### src/rtl/poly_pkg.sv
// Shared types, default widths and helpers for the Horner polynomial evaluator.
package poly_pkg;

    typedef enum logic [1:0] {
        IDLE = 2'd0,
        CALC = 2'd1,
        DONE = 2'd2
    } state_t;

    // Per-cycle strobes from the FSM to the datapath
    typedef struct packed {
        logic load;
        logic step;
    } dp_ctrl_t;

    localparam int unsigned DEF_XW     = 9;
    localparam int unsigned DEF_RW     = 17;
    localparam int unsigned DEF_DEGREE = 2;

    // Width of the coefficient index counter, never narrower than one bit
    function automatic int unsigned idx_width(input int unsigned degree);
        return (degree > 0) ? $clog2(degree + 1) : 1;
    endfunction

endpackage

### src/rtl/poly_datapath.sv
// Operand capture, accumulator and one multiply-add per step for Horner evaluation.
// Optional overflow detection is built when POLY_OVF_FLAG_EN is defined.
module poly_datapath
    import poly_pkg::*;
#(
    parameter int unsigned XW     = DEF_XW,
    parameter int unsigned RW     = DEF_RW,
    parameter int unsigned DEGREE = DEF_DEGREE
) (
    input  logic                       clk,
    input  logic                       reset,
    input  dp_ctrl_t                   ctrl,
    input  logic [XW-1:0]              x,
    input  logic [(DEGREE+1)*RW-1:0]   coef,
    output logic [RW-1:0]              acc,
`ifdef POLY_OVF_FLAG_EN
    output logic                       ovf,
`endif
    output logic                       idx_zero_c
);

    localparam int unsigned IW = idx_width(DEGREE);
    localparam int unsigned PW = RW + XW;
    localparam logic [IW-1:0] IDX_INIT = (DEGREE > 0) ? IW'(DEGREE - 1) : '0;

    logic [XW-1:0] x_q;
    logic [RW-1:0] coef_q  [DEGREE+1];
    logic [RW-1:0] coef_in [DEGREE+1];
    logic [IW-1:0] idx;
    logic [RW-1:0] c_top;
    logic [RW-1:0] c_sel;
    logic [RW-1:0] acc_next;

    // Unpack the flattened coefficient bus into one word per term
    for (genvar g = 0; g < DEGREE + 1; g++) begin : g_unpack
        assign coef_in[g] = coef[g*RW +: RW];
    end

    assign c_top      = coef[DEGREE*RW +: RW];
    assign c_sel      = coef_q[idx];
    assign idx_zero_c = (idx == '0);

`ifdef POLY_OVF_FLAG_EN
    logic [PW-1:0] prod_c;
    logic [RW:0]   sum_c;
    logic          step_ovf;

    // Full-width product so discarded upper bits and the add carry can be flagged
    assign prod_c   = PW'(acc) * PW'(x_q);
    assign sum_c    = {1'b0, prod_c[RW-1:0]} + {1'b0, c_sel};
    assign acc_next = sum_c[RW-1:0];
    assign step_ovf = (|prod_c[PW-1:RW]) | sum_c[RW];
`else
    logic [RW-1:0] prod_c;

    // Only the low RW bits of the product ever reach the accumulator
    assign prod_c   = RW'(PW'(acc) * PW'(x_q));
    assign acc_next = prod_c + c_sel;
`endif

    always_ff @(posedge clk or negedge reset) begin
        if (!reset) begin
            x_q    <= '0;
            coef_q <= '{default: '0};
            acc    <= '0;
            idx    <= '0;
`ifdef POLY_OVF_FLAG_EN
            ovf    <= 1'b0;
`endif
        end else if (ctrl.load) begin
            x_q    <= x;
            coef_q <= coef_in;
            acc    <= c_top;
            idx    <= IDX_INIT;
`ifdef POLY_OVF_FLAG_EN
            ovf    <= 1'b0;
`endif
        end else if (ctrl.step) begin
            acc    <= acc_next;
            idx    <= idx - IW'(1);
`ifdef POLY_OVF_FLAG_EN
            ovf    <= ovf | step_ovf;
`endif
        end
    end

endmodule

### src/rtl/poly_eval.sv
// Sequential Horner polynomial evaluator: start/done handshake around poly_datapath.
// Defining POLY_OVF_FLAG_EN adds the sticky ovf output.
module poly_eval
    import poly_pkg::*;
#(
    parameter int unsigned XW     = DEF_XW,
    parameter int unsigned RW     = DEF_RW,
    parameter int unsigned DEGREE = DEF_DEGREE
) (
    input  logic                       clk,
    input  logic                       reset,
    input  logic                       start,
    input  logic [XW-1:0]              x,
    input  logic [(DEGREE+1)*RW-1:0]   coef,
    output logic [RW-1:0]              result,
    output logic                       done,
    output logic                       busy
`ifdef POLY_OVF_FLAG_EN
    ,
    output logic                       ovf
`endif
);

    state_t   state;
    state_t   state_d;
    dp_ctrl_t ctrl_c;
    logic     done_d;
    logic     busy_d;
    logic     idx_zero_c;

    // State and handshake outputs are all registered
    always_ff @(posedge clk or negedge reset) begin
        if (!reset) begin
            state <= IDLE;
            done  <= 1'b0;
            busy  <= 1'b0;
        end else begin
            state <= state_d;
            done  <= done_d;
            busy  <= busy_d;
        end
    end

    // Next state, datapath strobes and next-cycle handshake values
    always_comb begin
        state_d = state;
        ctrl_c  = '0;
        unique case (state)
            IDLE: begin
                if (start) begin
                    ctrl_c.load = 1'b1;
                    state_d     = (DEGREE == 0) ? DONE : CALC;
                end
            end
            CALC: begin
                ctrl_c.step = 1'b1;
                if (idx_zero_c) begin
                    state_d = DONE;
                end
            end
            DONE: begin
                state_d = IDLE;
            end
            default: begin
                state_d = IDLE;
            end
        endcase
        done_d = (state_d == DONE);
        busy_d = (state_d != IDLE);
    end

    poly_datapath #(
        .XW     (XW),
        .RW     (RW),
        .DEGREE (DEGREE)
    ) u_datapath (
        .clk        (clk),
        .reset      (reset),
        .ctrl       (ctrl_c),
        .x          (x),
        .coef       (coef),
        .acc        (result),
`ifdef POLY_OVF_FLAG_EN
        .ovf        (ovf),
`endif
        .idx_zero_c (idx_zero_c)
    );

endmodule

### config.mk
export PLATFORM = sky130hd
export DESIGN_NAME = poly_eval
export DESIGN_NICKNAME = d
export VERILOG_FILES = /design/src/rtl/poly_pkg.sv /design/src/rtl/poly_datapath.sv /design/src/rtl/poly_eval.sv
export SDC_FILE = /design/constraint.sdc
export NUM_CORES = 1
export LEC_CHECK = 0
export CELL_PAD_IN_SITES_DETAIL_PLACEMENT = 0
export CELL_PAD_IN_SITES_GLOBAL_PLACEMENT = 1
export CORE_MARGIN = 4
export CORE_UTILIZATION = 40
export CTS_CLUSTER_SIZE = 12
export DETAILED_ROUTE_END_ITERATION = 12
export PLACE_DENSITY = 0.84
export REMOVE_ABC_BUFFERS = 1
export SLEW_MARGIN = 10
export SYNTH_ARGS = -nofsm -noshare
export SYNTH_HDL_FRONTEND = slang
export SYNTH_SLANG_ARGS = --single-unit
### constraint.sdc
create_clock -name clk -period 4.9 [get_ports clk]
set_input_delay 1.47 -clock clk [delete_from_list [all_inputs] [get_ports clk]]
set_output_delay 1.47 -clock clk [all_outputs]
set_load 0.01 [all_outputs]
==> metrics.txt, run 1 <==
total track usage=0.1911; Gate Count Post-Synth=around 830; I/O pin count=82; data required time at the worst endpoint=a little over 5 ns; row count=49; overall routed net length=~18000 um; time the worst path needs with I/O delays and setup=about 5.0 ns; final standard cell area without fillers=slightly above 0.009 mm2; startpoint of the most critical hold path=u_datapath.coef_q[31]; Die W=between 100 and 150 um; slowest library cell on the worst path=sky130_fd_sc_hd__fa_1; post-route setup TNS=-0.1122 ns; Routed met2 length=approximately 9000 um; starting utilization of the core area=0.4061; H-tree level count=3; drt initial violations=between 200 and 300; start-to-end type of the worst setup path=register to register; maximum clock insertion buffer count=2; count of antenna diodes in the layout=0; number of buffers inserted during clock tree synthesis=9; number of vias per cell after detailed routing=between 4 and 5; maximum number of pins on one net before global-route repair=84; fin. max-slew vios=0; highest metal used=met4; fin crit share=1.012; proportion of layout cells with a drive suffix above 1=0.1499; delay contributed by the slowest stage of the critical path=0.56 ns; max-capacitance violation count=0; length of routed wiring on met1=8454 um; Most Frequent Cell on Critical Path=sky130_fd_sc_hd__fa_1; slew at the pin closest to its max-slew limit=approximately 1.1 ns; final antenna-violating net count=0; initial antenna violation count=0; CP Cell Sequence=buf_6, buf_6, and2_4, fa_1, inv_2, fa_1, inv_2, fa_1, fa_1, inv_2, fa_1, inv_2, ha_4, and2_4, a311o_1, a21oi_2, o21ai_1, xnor2_1, o211ai_1; hold violation count in the final report=0; number of vias after detailed routing=5687; final count of negative-setup-slack endpoints=2; hold-fix buffer count after cts=0; die area=between 0.02 and 0.025 mm2; Layout area overhead=27.75%; Layout fillers=between 1500 and 2000; Slew Limit Headroom=0.2510; sequential share of the synthesized area=0.2857; nets@finish=1144; count of state elements after synthesis=83; violations in the final reports=setup timing; CP Capture Type=register; Cell Area, Placed=between 0.008 and 0.009 mm2; worst setup path start=u_datapath.x_q[7]; number of design rule violations left after detail routing=0; met3 routed WL=814 um; first-pass GRT wire length=between 30000 and 40000 um; number of enable flip-flop cells after synthesis=0; Max Clock Skew=roughly 0.0092 ns; top achievable clock speed=approximately 0.20 GHz; die boundary height=~140 um; sum of net half-perimeters after detailed placement=roughly 14000 um; number of distinct library cells after synthesis=41; run status=complete, but fails checks; GR Overflow Total=0; DRT Pass-1 Iters=5; final weighted congestion of routability-driven global placement=slightly below 0.9; kind of launch point of the worst setup path=register; number of global-route vias before repair=a little under 6000; area of the mapped netlist=roughly 0.0073 mm2; FF-to-FF Start=u_datapath.x_q[7]; CTS clock-pin slew for the worst setup and hold paths=around 0.07 ns; Post-synth ARST share=1.000; cell chosen for the clock root=sky130_fd_sc_hd__clkbuf_16; Max Fanout on Critical Path=6; Hold Path Class=register to register; Port-buffer cells=slightly above 80; number of clock sinks=83; core region area=approximately 0.018 mm2; data arrival time of the worst path=approximately 5.2 ns; wire length per cell after detailed routing=~15 um; clock latency reported for the late side of the worst-skew pair=0.36 ns; CTS tree=yes; YS warnings=0; Synth Flop Type=sky130_fd_sc_hd__dfrtp_1; unrepaired setup endpoints after global routing=true; mean post-synth cell area=just under 9 um2; post-route setup slack=-0.05697 ns
## cells in the mapped netlist (all sizes together) (2+ instances only)
| cell type | number | area share |
|---|---|---|
| ha | 33 | 0.057 |
| a211oi | 2 | 0.0021 |
| a21o | 6 | 0.0062 |
| nand2 | 257 | 0.13 |
| a22oi | 3 | 0.0031 |
| mux2 | 2 | 0.0031 |
| o21ai | 19 | 0.014 |
| inv | 95 | 0.049 |
| xnor2 | 20 | 0.024 |
| or2 | 2 | 0.0017 |
| nand3 | 2 | 0.0014 |
| xor2 | 8 | 0.0096 |
| fa | 86 | 0.24 |
| a21oi | 24 | 0.017 |
| nor2b | 7 | 0.0060 |
| and2 | 65 | 0.056 |
| o211ai | 4 | 0.0041 |
| clkbuf | 33 | 0.017 |
| buf | 10 | 0.0077 |
| a31oi | 6 | 0.0060 |
| nor2 | 26 | 0.013 |
| mux2i | 19 | 0.026 |
| dfrtp | 83 | 0.29 |
| o21a | 3 | 0.0031 |
| and3 | 5 | 0.0043 |
## per-stage QoR
| step | instances | util | hold slack, ns | setup slack, ns |
|---|---|---|---|---|
| 3_3_place_gp | 1163 | 0.4846 | 0.4581 | -0.08588 |
| 4_1_cts | 1190 | 0.5094 | 0.4816 | -0.05648 |
| 6_report | 1196 | 0.5187 | 0.4776 | -0.05697 |
| 2_1_floorplan | 788 | - | 0.4450 | -0.05542 |
| 3_5_place_dp | 1163 | 0.4846 | 0.4628 | -0.1243 |
| 5_1_grt | 1196 | 0.5187 | 0.4991 | -0.2139 |
## kinds of logic after synthesis
kind of cell | Yosys count | share of synthesized area
multiplexers | 21 | 0.02926
buffers and inverters | 139 | 0.07435
AO/OA/AOI/OAI | 74 | 0.06541
adder cells (fa/ha/maj) | 119 | 0.2936
AND/OR/NAND/NOR | 367 | 0.2179
XOR/XNOR | 28 | 0.03374
flip-flops | 83 | 0.2857
## layout make-up
class                   instances  area (um2)  area share
multi-input cells             609        4785      0.5152
flip-flops and latches         83        2092      0.2253
repair buffers                163        1461      0.1574
inverters                      96       360.3     0.03880
well taps                     229       286.5     0.03085
clock buffers                   9       225.2     0.02425
clock inverters                 7       76.32    0.008219
## per-layer routing
layer | up-vias | track usage
li1 | 2797 | -
met1 | 2776 | 0.2636
met2 | 103 | 0.3180
met3 | 11 | 0.02713
met4 | 0 | 0.05053
met5 | - | 0
## registers in the layout, summed over array words and instances, names as in the netlist
| register | flops |
|---|---|
| u_datapath.coef_q | 51 |
| u_datapath.acc | 17 |
| u_datapath.x_q | 9 |
| state | 2 |
| u_datapath.idx | 2 |
| busy | 1 |
| done | 1 |
## placed cells by master (no fill, tap or decap), types with 4 or more instances in the layout
cell type and n:
sky130_fd_sc_hd__inv_2 5, sky130_fd_sc_hd__clkbuf_16 9, sky130_fd_sc_hd__fa_1 84, sky130_fd_sc_hd__and2_1 57, sky130_fd_sc_hd__a31oi_1 5, sky130_fd_sc_hd__xnor2_1 19
sky130_fd_sc_hd__clkdlybuf4s50_1 80, sky130_fd_sc_hd__a21o_1 6, sky130_fd_sc_hd__buf_4 73, sky130_fd_sc_hd__buf_6 10, sky130_fd_sc_hd__inv_1 90, sky130_fd_sc_hd__and3_1 4
sky130_fd_sc_hd__o21ai_0 14, sky130_fd_sc_hd__nor2b_1 7, sky130_fd_sc_hd__and2_4 7, sky130_fd_sc_hd__ha_1 29, sky130_fd_sc_hd__dfrtp_2 12, sky130_fd_sc_hd__o211ai_1 4
sky130_fd_sc_hd__nor2_1 25, sky130_fd_sc_hd__dfrtp_1 71, sky130_fd_sc_hd__mux2i_1 19, sky130_fd_sc_hd__a21oi_1 23, sky130_fd_sc_hd__ha_4 4, sky130_fd_sc_hd__xor2_1 8
sky130_fd_sc_hd__nand2_1 256
## worst paths after layout
kind,endpoint,slack [ns],depth (start not counted)
worst max-delay path,u_datapath.acc[16],-0.06,19
min in group asynchronous,u_datapath.coef_q[19],1.32,1
max in group asynchronous,u_datapath.x_q[7],2.78,1
worst min register to register,u_datapath.coef_q[31],0.48,2
worst max register to register,u_datapath.acc[16],-0.06,19
worst min-delay path,u_datapath.coef_q[31],0.48,2
## what timing repair did
action | in CTS | in global routing
gates resized for setup | 21 | 31
cloned | 0 | 0
endpoints found under the hold margin | 0 | 0
pin swaps | 19 | 19
setup buffers | 11 | 6
endpoints found under the setup margin | 3 | 8
## worst max-delay path, delay by kind of cell, from the launching register on
family,cells,cell delay (ns)
XOR/XNOR,1,0.15
adder cells (fa/ha/maj),6,2.81
buffers and inverters,6,0.45
AO/OA/AOI/OAI,4,0.72
AND/OR/NAND/NOR,2,0.28
flip-flops,1,0.42
Power of run 1 is left out: the tool's default activity adds up to more than one toggle a clock period on the data nets, which glitch-free logic cannot reach.
==> run 2: changes to the inputs <==
CAP_MARGIN = 20   (was unset)
CORE_MARGIN = 1.5   (was 4)
REMOVE_ABC_BUFFERS = unset   (was 1)
==> run 2 against run 1 <==
Net effect: the flow still finishes with violations (setup timing); core utilization shrank 0.57 points; die area shrank 6.9%; cell area shrank 1.1%; non-clock buffer count shrank 14; routed wire length grew 1.1%; register-to-register slack lost 0.03 ns; hold slack lost 0.0023 ns; maximum frequency shrank 0.54%; clock skew grew 0.0019 ns; first-iteration DRC count shrank 7.4%.
==> metrics.txt, run 2 (synthesized netlist as in run 1, its figures left out) <==
run status=complete, but fails checks; violations in the final reports=setup timing; GR Overflow Total=0; slew at the pin closest to its max-slew limit=approximately 0.74 ns; largest registers=u_datapath.coef_q x51, u_datapath.acc x17, u_datapath.x_q x9; hold violation count in the final report=0; worst slack at placement=-0.1083 ns; number of vias after detailed routing=approximately 5700; max-capacitance violation count=0; Most Frequent Cell on Critical Path=sky130_fd_sc_hd__fa_1; start-to-end type of the worst setup path=register to register; hold-fix buffer count after cts=0; Max Clock Skew=around 0.011 ns; number of stages on the worst setup path=16; worst-case reg-to-reg path depth=16; die area=0.01899 mm2; total track usage=0.2183; maximum number of pins on one net before global-route repair=84; overall routed net length=approximately 19000 um; clock latency reported for the late side of the worst-skew pair=0.35 ns; data required time at the worst endpoint=5.13 ns; CP Cell Sequence=and2_4, fa_1, fa_1, fa_1, fa_1, inv_1, fa_1, inv_2, ha_4, a21o_1, a211o_1, a311o_1, a21oi_2, o21ai_2, xnor2_1, o211ai_1; footprint of the flip-flops and latches=0.002095 mm2; maximum clock insertion buffer count=2; die boundary height=approximately 140 um; post-route setup slack=-0.08364 ns; drt initial violations=between 200 and 250; number of design rule violations left after detail routing=0; Hold Path Stages=2; proportion of layout cells with a drive suffix above 1=0.1406; CTS clock-pin slew for the worst setup and hold paths=roughly 0.070 ns; data arrival time of the worst path=roughly 5.2 ns; number of buffers inserted during clock tree synthesis=9; wire length per cell after detailed routing=about 16 um; Hold Path Class=register to register; starting utilization of the core area=0.4061; cell chosen for the clock root=sky130_fd_sc_hd__clkbuf_16; buffers plus inverters on the worst setup path=2; sum of net half-perimeters after detailed placement=between 10000 and 15000 um; final count of negative-setup-slack endpoints=3; number of vias per cell after detailed routing=about 4.9; number of clock sinks=between 80 and 90; initial antenna violation count=0; commonest cells after routing, fill and taps aside=sky130_fd_sc_hd__nand2_1, sky130_fd_sc_hd__inv_1, sky130_fd_sc_hd__fa_1; first-pass GRT wire length=31330 um; Die W=137.8 um; number of flip-flops in the largest register=a little over 50; Layout area overhead=26.35%; register with the most flip-flops=u_datapath.coef_q; final weighted congestion of routability-driven global placement=slightly below 0.9; Port-buffer cells=81; DRT Pass-1 Iters=4; top achievable clock speed=around 0.2 GHz; area of the multi-input gates=between 0.004 and 0.005 mm2; delay contributed by the slowest stage of the critical path=~0.57 ns; CP Capture Type=register; slowest library cell on the worst path=sky130_fd_sc_hd__fa_1; time the worst path needs with I/O delays and setup=around 5 ns; fin crit share=1.017; Max Fanout on Critical Path=7; row count=49; unrepaired setup endpoints after global routing=true; kind of launch point of the worst setup path=register; nets@finish=around 1100; CTS tree=yes; Layout fillers=~1700; Post-Synthesis Net Count=approximately 1000; most common cell after layout, fill and taps aside=sky130_fd_sc_hd__nand2_1; final antenna-violating net count=0; core region area=about 0.018 mm2; number of global-route vias before repair=6146; I/O pin count=between 80 and 90; dominant delay contributor by cell family on the critical path=adder cells; H-tree level count=3; count of antenna diodes in the layout=0; post-route setup TNS=-0.1818 ns; fin. max-slew vios=0; Slew Limit Headroom=0.5085
-- run 2: per-stage QoR --
stage	utilization	std cells	cell area, um2	hold slack (ns)
after global placement	0.4806	1153	8605	0.4581
final	0.5131	1182	9185	0.4752
after global routing	0.5131	1182	9185	0.5028
after floorplan	-	831	7297	0.4450
after CTS	0.5082	1180	9099	0.4778
after detailed placement	0.4806	1153	8605	0.4626
-- run 2: cell type report --
type                       instances  area share
clock inverter                     6    0.007220
sequential                        83      0.2280
inverter                          96     0.03923
tap                              229     0.03119
clock buffer                      10     0.02493
timing repair buffer             149      0.1473
multi-input combinational        609      0.5221
-- run 2: final timing paths --
kind                                      startpoint                     to  slack (ns)
worst max-delay path               u_datapath.acc[1]     u_datapath.acc[16]       -0.08
worst min-delay path            u_datapath.coef_q[2]   u_datapath.coef_q[2]        0.48
worst max register to register     u_datapath.acc[1]     u_datapath.acc[16]       -0.08
worst min register to register  u_datapath.coef_q[2]   u_datapath.coef_q[2]        0.48
max in group asynchronous                      reset      u_datapath.x_q[5]        3.20
min in group asynchronous                      reset  u_datapath.coef_q[19]        1.06
-- run 2: repair_timing --
item,CTS,global route
resized for setup,31,16
setup endpoints to repair,5,8
endpoints found under the hold margin,0,0
setup buffers,11,1
pin swaps,25,20
-- run 2: routing by layer --
| metal | global-route usage | up-vias | routed length [um] |
|---|---|---|---|
| li1 | - | 2776 | - |
| met4 | 0.08738 | 0 | 607 |
| met3 | 0.03900 | 35 | 842 |
| met5 | 0 | - | 0 |
| met1 | 0.3050 | 2789 | 8650 |
| met2 | 0.3367 | 136 | 8572 |
-- run 2: worst reg2reg max path: cells and delay by family, from the launching register on --
kind / cells / cell delay (ns)
fa+ha+maj: 6 / 2.73
compound gates: 6 / 1.21
flops: 1 / 0.46
simple gates: 1 / 0.18
xor+xnor: 1 / 0.17
buf+inv: 2 / 0.11
Power of run 2 is left out for the same reason.
